### config.mk
export PLATFORM = sky130hd
export DESIGN_NAME = onehot_decoder_pipe
export DESIGN_NICKNAME = d
export VERILOG_FILES = /design/src/rtl/onehot_dec_pkg.sv /design/src/rtl/code_fifo.sv /design/src/rtl/onehot_decoder_pipe.sv
export SDC_FILE = /design/constraint.sdc
export NUM_CORES = 1
export LEC_CHECK = 0
export CAP_MARGIN = 20
export CORE_ASPECT_RATIO = 1.1
export CORE_MARGIN = 2
export CORE_UTILIZATION = 35
export DETAILED_ROUTE_END_ITERATION = 8
export PLACE_DENSITY = 0.57
export SYNTH_ARGS = -nofsm -noshare
export SYNTH_HDL_FRONTEND = slang
export SYNTH_HIERARCHICAL = 1
export SYNTH_SLANG_ARGS = --single-unit
### constraint.sdc
create_clock -name clk -period 3.9 [get_ports clk]
set_clock_uncertainty 0.2 [all_clocks]
set_input_delay 0.585 -clock clk [delete_from_list [all_inputs] [get_ports clk]]
set_output_delay 0.585 -clock clk [all_outputs]
set_load 0.02 [all_outputs]
### src/rtl/onehot_dec_pkg.sv
// onehot_dec_pkg
//   Shared definitions for the one-hot encoder / decoder pair.
//   Both ends import this package so the bit order of the 3-bit code
//   (bit 2 = encoder Y0 / MSB, bit 0 = encoder Y2 / LSB) and the one-hot
//   word (bit n set for code n) is defined in exactly one place.
package onehot_dec_pkg;

  localparam int CODE_W   = 3;
  localparam int ONEHOT_W = 8;

  typedef logic [CODE_W-1:0]   code_t;
  typedef logic [ONEHOT_W-1:0] onehot_t;

  // 3-to-8 decode: bit n of the result is set for code n.
  function automatic onehot_t decode_code(input code_t code);
    onehot_t word;
    word       = '0;
    word[code] = 1'b1;
    return word;
  endfunction

  // 8-to-3 encode used on the transmit side. If several bits are set the
  // highest one wins; an all-zero word encodes as 0.
  function automatic code_t encode_onehot(input onehot_t word);
    code_t code;
    code = '0;
    for (int i = 0; i < ONEHOT_W; i++) begin
      if (word[i]) begin
        code = CODE_W'(i);
      end
    end
    return code;
  endfunction

endpackage

### src/rtl/code_fifo.sv
// code_fifo
//   Synchronous FIFO of WIDTH-bit entries with a combinational view of the
//   head entry, so the consumer sees the oldest entry in the same cycle
//   that level becomes non-zero.
// Ports:
//   clk      rising-edge clock
//   rst_n    asynchronous active-low reset (pointers and level only)
//   push     write wr_data at the tail (caller guarantees not full)
//   pop      drop the head entry (caller guarantees not empty)
//   wr_data  entry to store
//   rd_data  head entry (meaningless while level == 0)
//   level    current occupancy, 0..DEPTH
module code_fifo
  import onehot_dec_pkg::*;
#(
  parameter int DEPTH = 4,
  parameter int CNT_W = $clog2(DEPTH) + 1,
  parameter int WIDTH = CODE_W
) (
  input  logic             clk,
  input  logic             rst_n,
  input  logic             push,
  input  logic             pop,
  input  logic [WIDTH-1:0] wr_data,
  output logic [WIDTH-1:0] rd_data,
  output logic [CNT_W-1:0] level
);

  localparam int PTR_W = $clog2(DEPTH);

  logic [WIDTH-1:0] mem_reg [DEPTH];
  logic [PTR_W-1:0] wr_ptr_reg;
  logic [PTR_W-1:0] rd_ptr_reg;
  logic [CNT_W-1:0] level_reg;
  logic [CNT_W-1:0] level_next;

  // Storage needs no reset: an entry is only read after it was written,
  // because the level gates every pop.
  always_ff @(posedge clk) begin
    if (push) begin
      mem_reg[wr_ptr_reg] <= wr_data;
    end
  end

  // DEPTH is a power of two, so the pointers wrap by plain overflow.
  always_ff @(posedge clk or negedge rst_n) begin
    if (!rst_n) begin
      wr_ptr_reg <= '0;
      rd_ptr_reg <= '0;
      level_reg  <= '0;
    end else begin
      if (push) begin
        wr_ptr_reg <= wr_ptr_reg + 1'b1;
      end
      if (pop) begin
        rd_ptr_reg <= rd_ptr_reg + 1'b1;
      end
      level_reg <= level_next;
    end
  end

  // Push and pop together leave the occupancy unchanged.
  always_comb begin
    level_next = level_reg;
    case ({push, pop})
      2'b10:   level_next = level_reg + 1'b1;
      2'b01:   level_next = level_reg - 1'b1;
      default: level_next = level_reg;
    endcase
  end

  assign rd_data = mem_reg[rd_ptr_reg];
  assign level   = level_reg;

endmodule

### src/rtl/onehot_decoder_pipe.sv
// onehot_decoder_pipe
//   Streaming 3-to-8 decoder. Codes arrive over a valid/ready handshake,
//   are buffered as 3-bit values in code_fifo, and the head entry is
//   decoded to a one-hot word on the output handshake.
// Ports:
//   clk        rising-edge clock
//   rst_n      asynchronous active-low reset
//   in_valid   in_code is valid
//   in_ready   a code can be accepted (FIFO not full)
//   in_code    3-bit code, bit 2 = encoder Y0
//   out_valid  out_onehot holds a decoded word (FIFO not empty)
//   out_ready  consumer accepts the word
//   out_onehot decoded word, 8'h00 while out_valid is low
//   level      FIFO occupancy
// Every output is a function of registered FIFO state only, so there is
// no combinational path from an input to an output.
module onehot_decoder_pipe
  import onehot_dec_pkg::*;
#(
  parameter int DEPTH = 4,
  parameter int CNT_W = $clog2(DEPTH) + 1
) (
  input  logic                clk,
  input  logic                rst_n,
  input  logic                in_valid,
  output logic                in_ready,
  input  logic [CODE_W-1:0]   in_code,
  output logic                out_valid,
  input  logic                out_ready,
  output logic [ONEHOT_W-1:0] out_onehot,
  output logic [CNT_W-1:0]    level
);

  localparam logic [CNT_W-1:0] FULL_LEVEL = CNT_W'(DEPTH);

  logic        push;
  logic        pop;
  code_t       head_code;

  // Ready and valid come straight from the occupancy. When full, in_ready
  // is low even if a pop is happening this cycle; the push lands on the
  // following edge instead.
  assign in_ready  = (level != FULL_LEVEL);
  assign out_valid = (level != '0);

  assign push = in_valid  && in_ready;
  assign pop  = out_valid && out_ready;

  code_fifo #(
    .DEPTH (DEPTH),
    .CNT_W (CNT_W),
    .WIDTH (CODE_W)
  ) u_code_fifo (
    .clk     (clk),
    .rst_n   (rst_n),
    .push    (push),
    .pop     (pop),
    .wr_data (in_code),
    .rd_data (head_code),
    .level   (level)
  );

  // Masking keeps the stale/unwritten head entry from leaking out while
  // the FIFO is empty, so an all-zero word means "nothing here".
  assign out_onehot = out_valid ? decode_code(head_code) : '0;

endmodule
==> results of run 1 <==
==> layout make-up <==
cell class                      count  area share (%)
Sequential cell                    19           45.01
Multi-Input combinational cell     41           31.34
Timing Repair Buffer               19           15.98
Tap cell                           31           3.260
Clock buffer                        4           2.208
Inverter                            7           2.208
==> layer usage <==
metal | GRT usage (%) | wire length, um | vias to the layer above | share of wire, %
li1 | - | - | 275 | -
met1 | 13.76 | 580 | 256 | 44
met2 | 16.75 | 676 | 15 | 51
met3 | 2.284 | 55 | 2 | 4.1
met4 | 5.495 | 16 | 0 | 1.2
met5 | 0 | 0 | - | 0
==> metrics by stage <==
| step | hold WS (ps) | area (um2) | utilization, % | std cells |
|---|---|---|---|---|
| 2_1_floorplan | 89.41 | 945.9 | - | 68 |
| 3_3_place_gp | 327.0 | 1164 | 45.75 | 117 |
| 3_5_place_dp | 335.0 | 1164 | 45.75 | 117 |
| 4_1_cts | 351.0 | 1190 | 46.78 | 121 |
| 5_1_grt | 349.1 | 1190 | 46.78 | 121 |
| 6_report | 345.9 | 1190 | 46.78 | 121 |
==> Yosys cell counts <==
library cell / count
buf_6: 1
o21ai_0: 1
edfxtp_1: 12
nand2b_1: 2
mux4_2: 3
mux2i_1: 1
dfrtp_1: 7
ha_1: 5
xor2_1: 4
nand2_1: 4
inv_1: 7
nor3_1: 4
nor4_2: 1
o31ai_4: 1
xnor2_1: 2
fa_1: 1
nor2b_1: 1
nor2_1: 5
a21boi_0: 1
nor3_4: 1
and2_1: 4
==> power groups by stage <==
stage	registers [mW]	logic [mW]	clock network (mW)
after floorplan	0.362	0.334	0
after global placement	0.365	0.502	0
after detailed placement	0.366	0.506	0
after CTS	0.362	0.506	0.0948
after global routing	0.371	0.559	0.108
final	0.359	0.500	0.0917
==> cell usage in the layout, fill, tap and decap left out, types with 3 or more instances in the layout <==
cell type        netlist  final
dfrtp_1                7      7
ha_1                   5      5
nor3_1                 4      4
nor2_1                 5      5
nand2_1                4      4
xor2_1                 4      4
clkbuf_4               0      3
clkdlybuf4s50_1        0     19
mux4_2                 3      3
edfxtp_1              12     12
inv_1                  7      7
and2_1                 4      4
==> kinds of logic (layout without fill, tap and decap cells) <==
| group | after synthesis | count (layout) | share of synthesized area, % |
|---|---|---|---|
| AOI/OAI and AO/OA | 3 | 3 | 3.571 |
| xor gates and xnor gates | 6 | 6 | 5.556 |
| adders and majority gates | 6 | 6 | 8.730 |
| buffers and inverters | 8 | 30 | 3.969 |
| DFF | 19 | 19 | 56.61 |
| muxes | 4 | 4 | 8.201 |
| and+or+nand+nor | 22 | 22 | 13.36 |
==> worst max-delay path by stage <==
stage                                    startpoint              endpoint  slack, ps  cells past startpoint
final                     u_code_fifo/rd_ptr_reg[0]         out_onehot[1]        750                      4
after global routing      u_code_fifo/rd_ptr_reg[0]         out_onehot[1]        550                      4
after CTS                 u_code_fifo/rd_ptr_reg[0]         out_onehot[1]        730                      4
after detailed placement                   in_valid  u_code_fifo/level[2]       1010                      9
after global placement                     in_valid  u_code_fifo/level[2]       1030                      9
after floorplan           u_code_fifo/rd_ptr_reg[0]         out_onehot[1]       1500                      4
==> critical path: stages (launching register included) <==
cell,delay (ps)
dfrtp_1,500
mux4_2,600
nand2b_1,190
nor3_1,150
clkdlybuf4s50_1,640
==> impl_metrics.tcl, run 1 <==
set metrics [dict create \
    status "completed" \
    drtAntennaViolNets 0 \
    rrSetupSlack_ps 1410 \
    wl_per_cell_um 10.98 \
    grt_pass1_vias 553 \
    worst_slew_pin_slew_ps 714.6 \
    drt_wl_total_um 1329 \
    finalHoldViolCount 0 \
    core-area_um2 2544 \
    period_needed_ps 3145 \
    grt_first_pass_wirelength_um 2387 \
    clkPwrFrac_pct 9.7 \
    fin_setup_tns_ps 0 \
    switching_power_mw 0.3841 \
    synth_area_leaders "edfxtp_1 (38%), dfrtp_1 (19%), mux4_2 (7.1%)" \
    worstReg2RegEnd "u_code_fifo/level[2]" \
    fmax_ghz 0.3179 \
    r2r_cells 9 \
    slew_headroom_pct 51.93 \
    hpwl_um 1128 \
    die_w_um 53.57 \
    synth.yosys.warnings 6 \
    rsz0062_at_grt "false" \
    cp_max_fo 5 \
    viasPerCell 4.529 \
    num_io_pins 20 \
    syn_area_um2 945.9 \
    hp-class "input pin to async pin" \
    power.density_nw_per_um2 798.3 \
    worstReg2RegStart "u_code_fifo/level[0]" \
    final_nets 104 \
    p_comb_share_pct 52.6 \
    swShare_pct 40.44 \
    num_rows 19 \
    post-route-worst-setup-slack_ps 754.6 \
    port_buffers 19 \
    endpoint_kind "output port" \
    syn-instance-count 68 \
    preCtsSetupSlack_ps 1006 \
    cts_inserted_buffers 3 \
    power.internal_mw 0.5658 \
    ys_types 21 \
    leakage_nw 0.4548 \
    drive_gt1_share_pct 10.00 \
    grt_usage_pct 10.67 \
    fillerInstances 222 \
    required_ps 3120 \
    cts.htree.levels 1 \
    largest_register_ffs 12 \
    dieArea_um2 3135 \
    postSynthAreaPerCell_um2 13.91 \
    routabilityCongestion 0.6767 \
    drtIter0Drc 3 \
    drc_errors 0 \
    clkTransAtPathRegs_ps 100 \
    ys_seq_area_share_pct 56.61 \
    p_total_mw 0.9499 \
    arrival_ps 2360 \
    die-height_um 58.53 \
    grt-ovfl-total 0 \
    antenna_found_initial 0 \
    post-route-period-util_pct 80.65 \
    worstSetupStartpointType "flop" \
    vias 548 \
    pwr-share-seq_pct 37.7 \
    synth-seq-cells 19 \
    multi_input_area_um2 372.9 \
    post_cts_buffers 0 \
    cts_hold_buffers 0 \
    drv_cap 0 \
    root_buffer "clkbuf_4" \
    cts_tree "done" \
    path_class "flop to output port" \
    irDropWorstVdd_v 0.0003679 \
    setup_violations 0 \
    seq_area_um2 535.5 \
    slew_violations 0 \
    post_cts_resized 0 \
    layout-area-overhead-vs-synth_pct 25.79 \
    clk_path_buf_depth 2 \
    netlist.area_leader.share_pct 38.10 \
    grt_max_degree 11 \
    syn_nets 81 \
    start_util_pct 37.19 \
    drtPass1Iterations 3 \
    insertion_delay_ps 290 \
    clkSinkCount 19 \
    antenna_cells 0 \
    synth_top_cell_by_area "edfxtp_1" \
]
(Power assumes the default switching activity.)
==> inputs of run 2 (changes only) <==
Clock period 3.9 ns to 3.2 ns, I/O delays scaled along.
==> run 2 against run 1 <==
Effect of this change: cell count rose by 0.83%; worst hold slack got worse by 97 ps; clock power rose by 24%; critical path type unchanged.
==> impl_metrics.tcl, run 2 (synthesized netlist as in run 1, its figures left out) <==
set metrics [dict create \
    num_io_pins 20 \
    drt_wl_total_um 1473 \
    layout-area-overhead-vs-synth_pct 26.59 \
    post_cts_resized 0 \
    leakage_nw 0.4597 \
    cts_inserted_buffers 3 \
    worst_slew_pin_slew_ps 343.8 \
    post_cts_buffers 0 \
    switching_power_mw 0.4752 \
    cts_tree "done" \
    die_w_um 53.57 \
    fin_setup_tns_ps 0 \
    hpwl_um 1220 \
    period_needed_ps 3007 \
    grt_max_degree 11 \
    grt_usage_pct 11.21 \
    pwr-share-seq_pct 37.5 \
    root_buffer "clkbuf_4" \
    final_nets 105 \
    antenna_cells 0 \
    final_cell_mix "clkdlybuf4s50_1 (19), edfxtp_1 (12), inv_1 (7), dfrtp_1 (7)" \
    power.internal_mw 0.6927 \
    grt-ovfl-total 0 \
    largest_register_ffs 12 \
    drtIter0Drc 6 \
    drtPass1Iterations 3 \
    drv_cap 0 \
    status "completed" \
    drtAntennaViolNets 0 \
    drc_errors 0 \
    fin_util_pct 47.07 \
    rsz0062_at_grt "false" \
    cts.htree.levels 1 \
    clkTransAtPathRegs_ps 110 \
    dieArea_um2 3135 \
    worstSetupStartpointType "flop" \
    path_class "flop to output port" \
    drive_gt1_share_pct 10.99 \
    clk_path_buf_depth 2 \
    clkPwrFrac_pct 9.7 \
    required_ps 2520 \
    final_common_cell "clkdlybuf4s50_1" \
    clkSinkCount 19 \
    wl_per_cell_um 12.07 \
    slew_violations 0 \
    start_util_pct 37.19 \
    multi_input_area_um2 372.9 \
    slew_headroom_pct 77.01 \
    setup_violations 0 \
    grt_pass1_vias 590 \
    num_rows 19 \
    cp_max_fo 5 \
    hp-class "input pin to async pin" \
    port_buffers 19 \
    insertion_delay_ps 290 \
    worstReg2RegEnd "u_code_fifo/level[2]" \
    seq_area_um2 535.5 \
    grt_first_pass_wirelength_um 2497 \
    p_total_mw 1.168 \
    rrSetupSlack_ps 880 \
    irDropWorstVdd_v 0.0005759 \
    routabilityCongestion 0.6758 \
    fillerInstances 235 \
    fmax_ghz 0.3325 \
    die-height_um 58.53 \
    arrival_ps 2330 \
    post-route-period-util_pct 93.97 \
    core-area_um2 2544 \
    swShare_pct 40.69 \
    p_comb_share_pct 52.8 \
    viasPerCell 4.525 \
    worstReg2RegStart "u_code_fifo/level[0]" \
    endpoint_kind "output port" \
    r2r_cells 10 \
    power.density_nw_per_um2 975.4 \
    vias 552 \
    finalHoldViolCount 0 \
    antenna_found_initial 0 \
    cts_hold_buffers 0 \
]
[run 2: cell types whose count changed in the layout (fill, tap and decap cells not counted)]
cell / delta
buf_4: +1
[run 2: worst max-delay path by stage]
| stage | endpoint | slack [ps] | from |
|---|---|---|---|
| 2_1_floorplan | u_code_fifo/level[2] | 850 | u_code_fifo/level[0] |
| 3_3_place_gp | out_onehot[0] | 520 | u_code_fifo/rd_ptr_reg[0] |
| 3_5_place_dp | out_onehot[2] | 490 | u_code_fifo/rd_ptr_reg[0] |
| 4_1_cts | out_onehot[2] | 180 | u_code_fifo/rd_ptr_reg[0] |
| 5_1_grt | out_onehot[2] | 70 | u_code_fifo/rd_ptr_reg[0] |
| 6_report | out_onehot[2] | 190 | u_code_fifo/rd_ptr_reg[0] |
[run 2: final cells by class]
| class | instances | area share, % |
|---|---|---|
| Timing Repair Buffer | 20 | 16.51 |
| Multi-Input combinational cell | 41 | 31.14 |
| Clock buffer | 4 | 2.194 |
| Sequential cell | 19 | 44.72 |
| Inverter | 7 | 2.194 |
| Tap cell | 31 | 3.239 |
[run 2: power groups by stage]
| stage | clock (mW) | sequential [mW] | combinational [mW] |
|---|---|---|---|
| floorplan | 0 | 0.442 | 0.407 |
| global placement | 0 | 0.444 | 0.615 |
| detailed placement | 0 | 0.447 | 0.621 |
| CTS | 0.116 | 0.441 | 0.623 |
| global route | 0.128 | 0.450 | 0.684 |
| finish | 0.114 | 0.438 | 0.616 |
[run 2: routing by layer]
| metal | GRT usage [%] | wire, um | vias to the layer above | part of all wire (%) |
|---|---|---|---|---|
| met1 | 11.95 | 615 | 257 | 42 |
| met4 | 6.593 | 21 | 0 | 1.4 |
| met5 | 0 | 0 | - | 0 |
| met3 | 2.538 | 66 | 2 | 4.5 |
| met2 | 19.75 | 770 | 13 | 52 |
| li1 | - | - | 280 | - |
[run 2: metrics by stage]
step / instances / setup WS, ps / area (um2) / hold WS [ps]
after floorplan: 68 / 847.5 / 945.9 / -15.59
after global placement: 118 / 523.6 / 1171 / 330.3
after detailed placement: 118 / 491.5 / 1171 / 328.5
after CTS: 122 / 175.0 / 1197 / 262.9
after global routing: 122 / 70.50 / 1197 / 270.6
final: 122 / 192.9 / 1197 / 248.6
[run 2: critical path: stages (launching register included)]
cell and delay [ps]:
dfrtp_1 490, mux4_2 600, nand2b_1 190, nor3_1 140
clkdlybuf4s50_1 630
==> inputs of run 3 (changes only) <==
Settings changed: SLEW_MARGIN set to 15.
==> results of run 3 <==
Final layout, timing and power as in run 2 (identical DEF).
